[src/rtl/fetch_pkg.sv]
// Shared types and constants for the instruction-fetch stage.
package fetch_pkg;

  typedef enum logic [1:0] {
    BOOT = 2'd0,
    RUN  = 2'd1,
    HALT = 2'd2
  } fetch_state_e;

  localparam logic [31:0] NOP_INSTR        = 32'h0000_0000;
  localparam logic [31:0] DEFAULT_RESET_PC = 32'h0040_0000;

endpackage

[src/rtl/fetch_stage_if.sv]
// Fetch-stage bundle: hazard/redirect inputs, program-memory port and IF/ID outputs.
interface fetch_stage_if;

  logic        stall_i;
  logic        redirect_valid_i;
  logic [31:0] redirect_pc_i;
  logic [31:0] imem_instr_i;
  logic [31:0] imem_addr_o;
  logic [31:0] pc_o;
  logic [31:0] if_id_instr_o;
  logic [31:0] if_id_pc_plus_4_o;
  logic        if_id_valid_o;
  logic        halted_o;
  logic [31:0] fetch_count_o;

  // The fetch stage itself.
  modport master (
    input  stall_i, redirect_valid_i, redirect_pc_i, imem_instr_i,
    output imem_addr_o, pc_o, if_id_instr_o, if_id_pc_plus_4_o,
           if_id_valid_o, halted_o, fetch_count_o
  );

  // The surrounding pipeline: hazard unit, branch resolution, memory, decode.
  modport slave (
    output stall_i, redirect_valid_i, redirect_pc_i, imem_instr_i,
    input  imem_addr_o, pc_o, if_id_instr_o, if_id_pc_plus_4_o,
           if_id_valid_o, halted_o, fetch_count_o
  );

endinterface

[src/rtl/if_id_reg.sv]
// IF/ID pipeline register: bubble beats load, otherwise hold.
module if_id_reg
  import fetch_pkg::*;
(
  input  logic        clk,
  input  logic        reset,
  input  logic        load,
  input  logic        bubble,
  input  logic [31:0] instr_d,
  input  logic [31:0] pc_plus_4_d,
  output logic [31:0] instr_q,
  output logic [31:0] pc_plus_4_q,
  output logic        valid_q
);

  // NOTE: sequential state uses non-blocking assignments so every register
  // samples pre-edge values regardless of statement order.
  always_ff @(posedge clk) begin
    if (reset || bubble) begin
      instr_q     <= NOP_INSTR;
      pc_plus_4_q <= 32'h0;
      valid_q     <= 1'b0;
    end else if (load) begin
      instr_q     <= instr_d;
      pc_plus_4_q <= pc_plus_4_d;
      valid_q     <= 1'b1;
    end
  end

endmodule

[src/rtl/fetch_stage.sv]
// Instruction fetch: PC register, BOOT/RUN/HALT control, illegal-address
// detection and the valid-fetch counter; feeds the IF/ID register.
module fetch_stage
  import fetch_pkg::*;
#(
  parameter int          MEMORY_DEPTH = 256,
  parameter logic [31:0] RESET_PC     = DEFAULT_RESET_PC
)(
  input logic           clk,
  input logic           reset,
  fetch_stage_if.master bus
);

  fetch_state_e state_q;
  logic [31:0]  pc_q;
  logic [31:0]  pc_plus_4;
  logic [31:0]  fetch_count_q;
  logic         halted_q;
  logic         illegal;
  logic         load;
  logic         bubble;

  assign pc_plus_4 = pc_q + 32'd4;

  // Below-base addresses make the offset wrap, but that case is flagged anyway.
  assign illegal = (pc_q[1:0] != 2'b00) ||
                   (pc_q < RESET_PC) ||
                   (((pc_q - RESET_PC) >> 2) >= 32'(MEMORY_DEPTH));

  always_comb begin
    // NOTE: defaults first so every path assigns; otherwise a latch is inferred.
    load   = 1'b0;
    bubble = 1'b1;
    if (state_q == RUN && !bus.redirect_valid_i && !illegal) begin
      bubble = 1'b0;
      load   = !bus.stall_i;
    end
  end

  always_ff @(posedge clk) begin
    if (reset) begin
      state_q       <= BOOT;
      pc_q          <= RESET_PC;
      fetch_count_q <= 32'h0;
      halted_q      <= 1'b0;
    end else begin
      case (state_q)
        BOOT: state_q <= RUN;
        RUN: begin
          if (bus.redirect_valid_i) begin
            pc_q <= bus.redirect_pc_i;
          end else if (illegal) begin
            state_q  <= HALT;
            halted_q <= 1'b1;
          end else if (!bus.stall_i) begin
            pc_q          <= pc_plus_4;
            fetch_count_q <= fetch_count_q + 32'd1;
          end
        end
        HALT: halted_q <= 1'b1;
        default: state_q <= BOOT;
      endcase
    end
  end

  if_id_reg u_if_id_reg (
    .clk         (clk),
    .reset       (reset),
    .load        (load),
    .bubble      (bubble),
    .instr_d     (bus.imem_instr_i),
    .pc_plus_4_d (pc_plus_4),
    .instr_q     (bus.if_id_instr_o),
    .pc_plus_4_q (bus.if_id_pc_plus_4_o),
    .valid_q     (bus.if_id_valid_o)
  );

  assign bus.pc_o          = pc_q;
  assign bus.imem_addr_o   = pc_q;
  assign bus.halted_o      = halted_q;
  assign bus.fetch_count_o = fetch_count_q;

endmodule

[src/flat_wrapper.sv]
// flat-port wrapper written by rule: the top's interface ports become plain ports
module fetch_stage_flat import fetch_pkg::*;
#(
  parameter int          MEMORY_DEPTH = 256,
  parameter logic [31:0] RESET_PC     = DEFAULT_RESET_PC
)
  (clk, reset, bus_stall_i, bus_redirect_valid_i, bus_redirect_pc_i, bus_imem_instr_i, bus_imem_addr_o, bus_pc_o, bus_if_id_instr_o, bus_if_id_pc_plus_4_o, bus_if_id_valid_o, bus_halted_o, bus_fetch_count_o);
  fetch_stage_if bus_i ();
  input logic clk;
  input logic reset;
  input wire logic [$bits(bus_i.stall_i)-1:0] bus_stall_i;
  input wire logic [$bits(bus_i.redirect_valid_i)-1:0] bus_redirect_valid_i;
  input wire logic [$bits(bus_i.redirect_pc_i)-1:0] bus_redirect_pc_i;
  input wire logic [$bits(bus_i.imem_instr_i)-1:0] bus_imem_instr_i;
  output wire logic [$bits(bus_i.imem_addr_o)-1:0] bus_imem_addr_o;
  output wire logic [$bits(bus_i.pc_o)-1:0] bus_pc_o;
  output wire logic [$bits(bus_i.if_id_instr_o)-1:0] bus_if_id_instr_o;
  output wire logic [$bits(bus_i.if_id_pc_plus_4_o)-1:0] bus_if_id_pc_plus_4_o;
  output wire logic [$bits(bus_i.if_id_valid_o)-1:0] bus_if_id_valid_o;
  output wire logic [$bits(bus_i.halted_o)-1:0] bus_halted_o;
  output wire logic [$bits(bus_i.fetch_count_o)-1:0] bus_fetch_count_o;
  assign bus_i.stall_i = bus_stall_i;
  assign bus_i.redirect_valid_i = bus_redirect_valid_i;
  assign bus_i.redirect_pc_i = bus_redirect_pc_i;
  assign bus_i.imem_instr_i = bus_imem_instr_i;
  assign bus_imem_addr_o = bus_i.imem_addr_o;
  assign bus_pc_o = bus_i.pc_o;
  assign bus_if_id_instr_o = bus_i.if_id_instr_o;
  assign bus_if_id_pc_plus_4_o = bus_i.if_id_pc_plus_4_o;
  assign bus_if_id_valid_o = bus_i.if_id_valid_o;
  assign bus_halted_o = bus_i.halted_o;
  assign bus_fetch_count_o = bus_i.fetch_count_o;
  fetch_stage #(.MEMORY_DEPTH(MEMORY_DEPTH), .RESET_PC(RESET_PC)) u_core (.clk(clk), .reset(reset), .bus(bus_i));
endmodule
[config.mk]
export PLATFORM = sky130hd
export DESIGN_NAME = fetch_stage_flat
export DESIGN_NICKNAME = d
export VERILOG_FILES = /design/src/rtl/fetch_pkg.sv /design/src/rtl/fetch_stage_if.sv /design/src/rtl/if_id_reg.sv /design/src/rtl/fetch_stage.sv /design/src/flat_wrapper.sv
export SDC_FILE = /design/constraint.sdc
export NUM_CORES = 1
export LEC_CHECK = 0
export ABC_CLOCK_PERIOD_IN_PS = 4100
export BUFFER_PORTS_ARGS = -buffer_cell sky130_fd_sc_hd__buf_2
export CORE_MARGIN = 2
export CORE_UTILIZATION = 50
export DETAILED_ROUTE_END_ITERATION = 10
export PLACE_DENSITY = 0.82
export SYNTH_ARGS = -nofsm -noshare
export SYNTH_HDL_FRONTEND = slang
export SYNTH_SLANG_ARGS = --single-unit
[constraint.sdc]
create_clock -name clk -period 4.1 [get_ports clk]
set_input_delay 0.82 -clock clk [delete_from_list [all_inputs] [get_ports clk]]
set_output_delay 0.82 -clock clk [all_outputs]
set_load 0.01 [all_outputs]
* After elaboration in Yosys (flattened, before gate mapping)
Cells that the tools add are included.
** Word-level totals
- Output and inout bits :: 162
- Logic and storage cells :: 48
- Input bits :: 68
- Register bits after elaboration :: 132
** Operators by class
- Bitwise gates (word level) :: 4
- Mux-type cells :: 11
- Reduce and logical (&&, ||, !) cells :: 15
- Equal/unequal tests :: 6
- Magnitude comparators :: 2
- Add/subtract/negate cells :: 3
** Operators by type and width (count)
- $mux W32 :: 3
- $add A32 B1 Y32 const B :: 1
- $add A32 B3 Y32 const B :: 1
- $lt A32 B23 Y1 const B :: 1
- $sub A32 B23 Y32 const B :: 1
- $ge A30 B9 Y1 const B :: 1
- $reduce_and A3 Y1 :: 3
- $pmux W2 S3 :: 1
- $mux W1 :: 4
- $mux W2 :: 2
- $ne A2 B1 Y1 const B :: 2
- $ne A2 B2 Y1 const B :: 2
- $not A1 Y1 :: 4
- $reduce_and A4 Y1 :: 1
- $reduce_bool A2 Y1 :: 2
- $logic_not A1 Y1 :: 3
- $logic_or A1 B1 Y1 :: 3
- $eq A2 B1 Y1 const B :: 1
- $eq A2 B2 Y1 const B :: 1
- $logic_and A1 B1 Y1 :: 2
- $logic_not A2 Y1 :: 1
- $pmux W1 S2 :: 1

* Longest topological paths before layout
- Word-level depth :: 7
- Mapped depth :: 8
- Depth with buffers taken out :: 6

* Modules after synthesis
A second synthesis with hierarchy kept.
** Unflattened totals
- Cell total of the unflattened synthesis :: 722
- Area total of the unflattened synthesis :: 6357.3 um2
** Modules (own cells, without submodules)
- fetch_stage :: times used 1, cells each 512, area each 4017.6 um2
- if_id_reg :: times used 1, cells each 210, area each 2339.7 um2

* Worst setup path after synthesis
No wires, ideal clock.
- Path kind :: input -> register
- Start point :: input bus_redirect_valid_i
- End point :: register u_core.fetch_count_q[8], in the netlist u_core.bus.fetch_count_o[8]
- Path buffers :: 3
- Stages on the path :: 8
- Arrival :: 2.462 ns
- Data required time :: 3.984 ns
- Setup slack :: 1.521 ns
- Cell sequence :: buf_2 -> or4b_1 -> nor3_1 -> and4_1 -> buf_2 -> buf_2 -> a21oi_1 -> a31o_2
** On the way
- Longest elaborated chain between the ends :: 2
** RTL lines
- start, declared :: line flat_wrapper.sv:12 : input wire logic [$bits(bus_i.redirect_valid_i)-1:0] bus_redirect_valid_i;
- $not A1 Y1 (no source line)
- $reduce_and A4 Y1 (no source line)
- end signal, assigned :: line fetch_stage.sv:57 : fetch_count_q <= fetch_count_q + 32'd1;
- end, declared :: line fetch_stage.sv:17 : logic [31:0] fetch_count_q;
Every way passes these cells.
A chain may end at the register's enable or synchronous reset.

* Worst setup path after layout
- Start point :: input bus_stall_i
- End point :: register u_core.u_if_id_reg.instr_q[19]
** On the way
- Longest elaborated chain between the ends :: 2
** RTL lines
- start, declared :: line flat_wrapper.sv:11 : input wire logic [$bits(bus_i.stall_i)-1:0] bus_stall_i;
- $logic_not A1 Y1 :: line fetch_stage.sv:36 : load = !bus.stall_i;
- $mux W1 :: line fetch_stage.sv:34 : if (state_q == RUN && !bus.redirect_valid_i && !illegal) begin
- end signal, assigned :: line if_id_reg.sv:24 : instr_q <= instr_d;
- end, declared :: line if_id_reg.sv:11 : output logic [31:0] instr_q,
Every way passes these cells.

==> run_summary.xml <==
<?xml version="1.0" encoding="UTF-8"?>
<metrics>
  <group name="global_route">
    <metric name="antenna_found_initial" unit="">0</metric>
    <metric name="globalRouteTotalUtil" unit="">0.2330</metric>
    <metric name="grt_remaining_overflow" unit="">0</metric>
    <metric name="vias_in_the_first_global_route" unit="">5000</metric>
    <metric name="grt_max_degree" unit="">61</metric>
    <metric name="first_pass_grt_wire_length" unit="um">24380</metric>
  </group>
  <group name="die">
    <metric name="num_rows" unit="">39</metric>
    <metric name="io-pin-count" unit="">230</metric>
    <metric name="die_height" unit="um">112.1</metric>
    <metric name="fp.dieArea" unit="um^2">12560</metric>
    <metric name="floorplan.die.width" unit="um">112.1</metric>
    <metric name="start_util" unit="">0.5116</metric>
    <metric name="core_region_area" unit="um^2">11420</metric>
  </group>
  <group name="clock_network">
    <metric name="clock_path_buffers" unit="">2</metric>
    <metric name="ctsHtreeMaxLevel" unit="">4</metric>
    <metric name="cts_root_buffer" unit="">sky130_fd_sc_hd__clkbuf_16</metric>
    <metric name="cts-resized-gates" unit="">0</metric>
    <metric name="tritoncts_buffer_count" unit="">17</metric>
    <metric name="cts_tree" unit="">done</metric>
    <metric name="worstSkewPairLatency" unit="ns">0.41</metric>
    <metric name="cts_sinks" unit="">132</metric>
    <metric name="holdBufCountCts" unit="">0</metric>
    <metric name="clk_transition_reported_paths" unit="ns">0.06</metric>
    <metric name="post_cts_buffers" unit="">0</metric>
  </group>
  <group name="power">
    <metric name="power.share.switching" unit="">0.2640</metric>
    <metric name="cellPowerDensity" unit="nW/um^2">430.8</metric>
    <metric name="p_int" unit="mW">2.314</metric>
    <metric name="power.share.combinational" unit="">0.103</metric>
    <metric name="power.sequential.fraction" unit="">0.433</metric>
    <metric name="vdd_drop_max" unit="V">0.0002893</metric>
    <metric name="static-leakage-power" unit="nW">3.138</metric>
    <metric name="finalPower" unit="mW">3.144</metric>
    <metric name="net-switching-power" unit="mW">0.8302</metric>
    <metric name="power.share.clock" unit="">0.464</metric>
  </group>
  <group name="logic_synthesis">
    <metric name="synthDistinctLibCells" unit="">51</metric>
    <metric name="netlist_area" unit="um^2">5842</metric>
    <metric name="syn_area_per_cell" unit="um^2">8.393</metric>
    <metric name="postSynthNetCount" unit="">767</metric>
    <metric name="synthesis.instances" unit="">696</metric>
    <metric name="synthFlopType" unit="">sky130_fd_sc_hd__dfxtp_1</metric>
    <metric name="synth_seq_area_share" unit="">0.4523</metric>
    <metric name="synth.ff_latch_count" unit="">132</metric>
    <metric name="yosysWarningCount" unit="">0</metric>
    <metric name="synth_async_sr_flop_share" unit="">0</metric>
    <metric name="synth_edf_count" unit="">0</metric>
  </group>
  <group name="routing">
    <metric name="remaining_drc_errors" unit="">0</metric>
    <metric name="dr.first_iter.drc_count" unit="">439</metric>
    <metric name="detailedRoute.firstPassIterationCount" unit="">5</metric>
    <metric name="routed_wire_length_per_instance" unit="um">15.09</metric>
    <metric name="num_vias" unit="">5671</metric>
    <metric name="detail_route.vias_per_cell" unit="">5.582</metric>
    <metric name="post_route_ant_nets" unit="">0</metric>
    <metric name="wl" unit="um">15330</metric>
  </group>
  <group name="finish">
    <metric name="most-common-layout-cells" unit="">229 x sky130_fd_sc_hd__buf_2, 132 x sky130_fd_sc_hd__dfxtp_1, 96 x sky130_fd_sc_hd__nand2_1</metric>
    <metric name="n_antenna_cell" unit="">0</metric>
    <metric name="finished_layout_cells" unit="">1016</metric>
    <metric name="nNetsFinal" unit="">932</metric>
    <metric name="fillerInstances" unit="">1024</metric>
    <metric name="post_route_cells_drive_above_1_share" unit="">0.3207</metric>
    <metric name="sequential_cell_area" unit="um^2">2643</metric>
    <metric name="multi_input_area" unit="um^2">2665</metric>
    <metric name="most_common_cell_after_layout_fill_and_taps_aside" unit="">sky130_fd_sc_hd__buf_2</metric>
    <metric name="final_core_util" unit="">0.6393</metric>
    <metric name="syn_to_final_growth" unit="%">24.95</metric>
  </group>
  <group name="setup_path">
    <metric name="critPathCaptureType" unit="">register</metric>
    <metric name="cp.required" unit="ns">4.43</metric>
    <metric name="critPathLaunchType" unit="">input pin</metric>
    <metric name="path_max_fanout" unit="">33</metric>
    <metric name="path_class" unit="">input pin to register</metric>
    <metric name="cp.arrival" unit="ns">3.07</metric>
  </group>
  <group name="placement">
    <metric name="gp_routability_congestion" unit="">0.8317</metric>
    <metric name="post_placement_cell_count" unit="">985</metric>
    <metric name="io_buffer_count" unit="">229</metric>
    <metric name="place_hpwl" unit="um">10480</metric>
  </group>
  <group name="timing">
    <metric name="max_slew.worst_pin.slew" unit="ns">0.9969</metric>
    <metric name="timing_max_transition_violations_final" unit="">0</metric>
    <metric name="clock.fmax" unit="GHz">0.3660</metric>
    <metric name="clock-skew-final" unit="ns">0.01197</metric>
    <metric name="hold_violations" unit="">0</metric>
    <metric name="layout_min_cycle_time" unit="ns">2.732</metric>
    <metric name="setup_repair_after_global_routing_missed_its_margin" unit="">no</metric>
    <metric name="final.setup.tns" unit="ns">0</metric>
    <metric name="final.period_utilization" unit="">0.6664</metric>
    <metric name="setup-violations-final" unit="">0</metric>
    <metric name="relSlewSlack" unit="">0.3293</metric>
  </group>
  <group name="min_path">
    <metric name="min-delay-path-class" unit="">register to register</metric>
  </group>
  <group name="status">
    <metric name="run_status" unit="">finished, final reports clean</metric>
  </group>
  <group name="job">
    <metric name="maxCapViolations" unit="">0</metric>
  </group>
</metrics>
[worst paths after layout]
kind / from / to / slack, ns / cells after the start
worst max-delay path: bus_stall_i / u_core.u_if_id_reg.instr_q[19]$_SDFFE_PP0P_ / 1.37 / 7
worst min-delay path: u_core.bus.halted_o$_SDFFE_PP0P_ / u_core.bus.halted_o$_SDFFE_PP0P_ / 0.44 / 2
worst max register to register: u_core.bus.imem_addr_o[2]$_SDFFE_PP0P_ / u_core.bus.fetch_count_o[7]$_SDFFE_PP0P_ / 1.42 / 6
worst min register to register: u_core.bus.halted_o$_SDFFE_PP0P_ / u_core.bus.halted_o$_SDFFE_PP0P_ / 0.44 / 2
[kinds of logic (layout without fill, tap and decap cells)]
family | Yosys count | in the layout | share of synthesized area
adder cells (fa/ha/maj) | 3 | 3 | 0.006426
XOR/XNOR | 9 | 9 | 0.01349
buffers and inverters | 99 | 276 | 0.09167
flip-flops | 132 | 132 | 0.4523
multiplexers | 1 | 1 | 0.001713
AO/OA/AOI/OAI | 139 | 139 | 0.1474
AND/OR/NAND/NOR | 313 | 313 | 0.2870
[power by group through the flow]
stage / combinational (mW) / clock (mW) / sequential [mW]
2_1_floorplan: 0.244 / 0 / 1.39
3_3_place_gp: 0.323 / 0 / 1.39
3_5_place_dp: 0.324 / 0 / 1.39
4_1_cts: 0.325 / 1.48 / 1.36
5_1_grt: 0.354 / 1.55 / 1.37
6_report: 0.324 / 1.46 / 1.36
[flip-flops by register name, indices dropped and copies added (netlist names)]
name,count
u_core.bus.fetch_count_o,32
u_core.bus.imem_addr_o,32
u_core.u_if_id_reg.instr_q,32
u_core.u_if_id_reg.pc_plus_4_q,32
u_core.state_q,2
u_core.bus.halted_o,1
u_core.u_if_id_reg.valid_q,1
[metal layers]
layer	part of all wire	track usage	vias to the layer above
met2	0.47	0.3839	249
met1	0.45	0.3075	2587
met4	0.011	0.06504	0
met3	0.076	0.05616	15
li1	-	-	2820
met5	0	0	-
[worst max-delay path, cell delays in order]
cell and delay [ns]:
sky130_fd_sc_hd__buf_2 0.22, sky130_fd_sc_hd__or4b_1 0.53, sky130_fd_sc_hd__nor3_1 0.21, sky130_fd_sc_hd__and4_2 0.69, sky130_fd_sc_hd__buf_4 0.34, sky130_fd_sc_hd__nand2_1 0.08
sky130_fd_sc_hd__a21oi_1 0.16
[layout make-up]
class                      instances  share of cell area
timing repair buffer             238              0.1663
clock inverter                    12             0.01646
multi-input combinational        465              0.3651
tap                              143             0.02451
clock buffer                      19             0.06205
inverter                           7            0.003600
sequential                       132              0.3620
[cells in the mapped netlist, types with 5 or more instances]
library cell / number / area, um^2
sky130_fd_sc_hd__a21oi_1: 79 / 395.4
sky130_fd_sc_hd__and3_1: 28 / 175.2
sky130_fd_sc_hd__and4_1: 8 / 70.07
sky130_fd_sc_hd__buf_2: 11 / 55.05
sky130_fd_sc_hd__buf_4: 34 / 255.2
sky130_fd_sc_hd__clkbuf_1: 42 / 157.7
sky130_fd_sc_hd__dfxtp_1: 132 / 2643
sky130_fd_sc_hd__inv_1: 7 / 26.28
sky130_fd_sc_hd__nand2_1: 96 / 360.4
sky130_fd_sc_hd__nand3_1: 21 / 105.1
sky130_fd_sc_hd__nand4_1: 15 / 93.84
sky130_fd_sc_hd__nand4b_1: 5 / 43.79
sky130_fd_sc_hd__nor2_1: 37 / 138.9
sky130_fd_sc_hd__nor3_1: 41 / 205.2
sky130_fd_sc_hd__nor4_1: 6 / 37.54
sky130_fd_sc_hd__o21ai_0: 6 / 30.03
sky130_fd_sc_hd__o31ai_1: 33 / 247.7
sky130_fd_sc_hd__or4_1: 30 / 225.2
sky130_fd_sc_hd__xnor2_1: 6 / 52.55
[through the flow]
step                worst slack [ns]  cell area [um^2]  hold slack [ns]
detailed placement            0.9720              6726           0.4395
floorplan                      1.521              5842           0.4345
global route                   1.210              7300           0.4669
finish                         1.368              7300           0.4410
CTS                            1.391              7300           0.4455
global placement               1.051              6726           0.4316
Note: power is estimated with default switching activity, not from simulation.
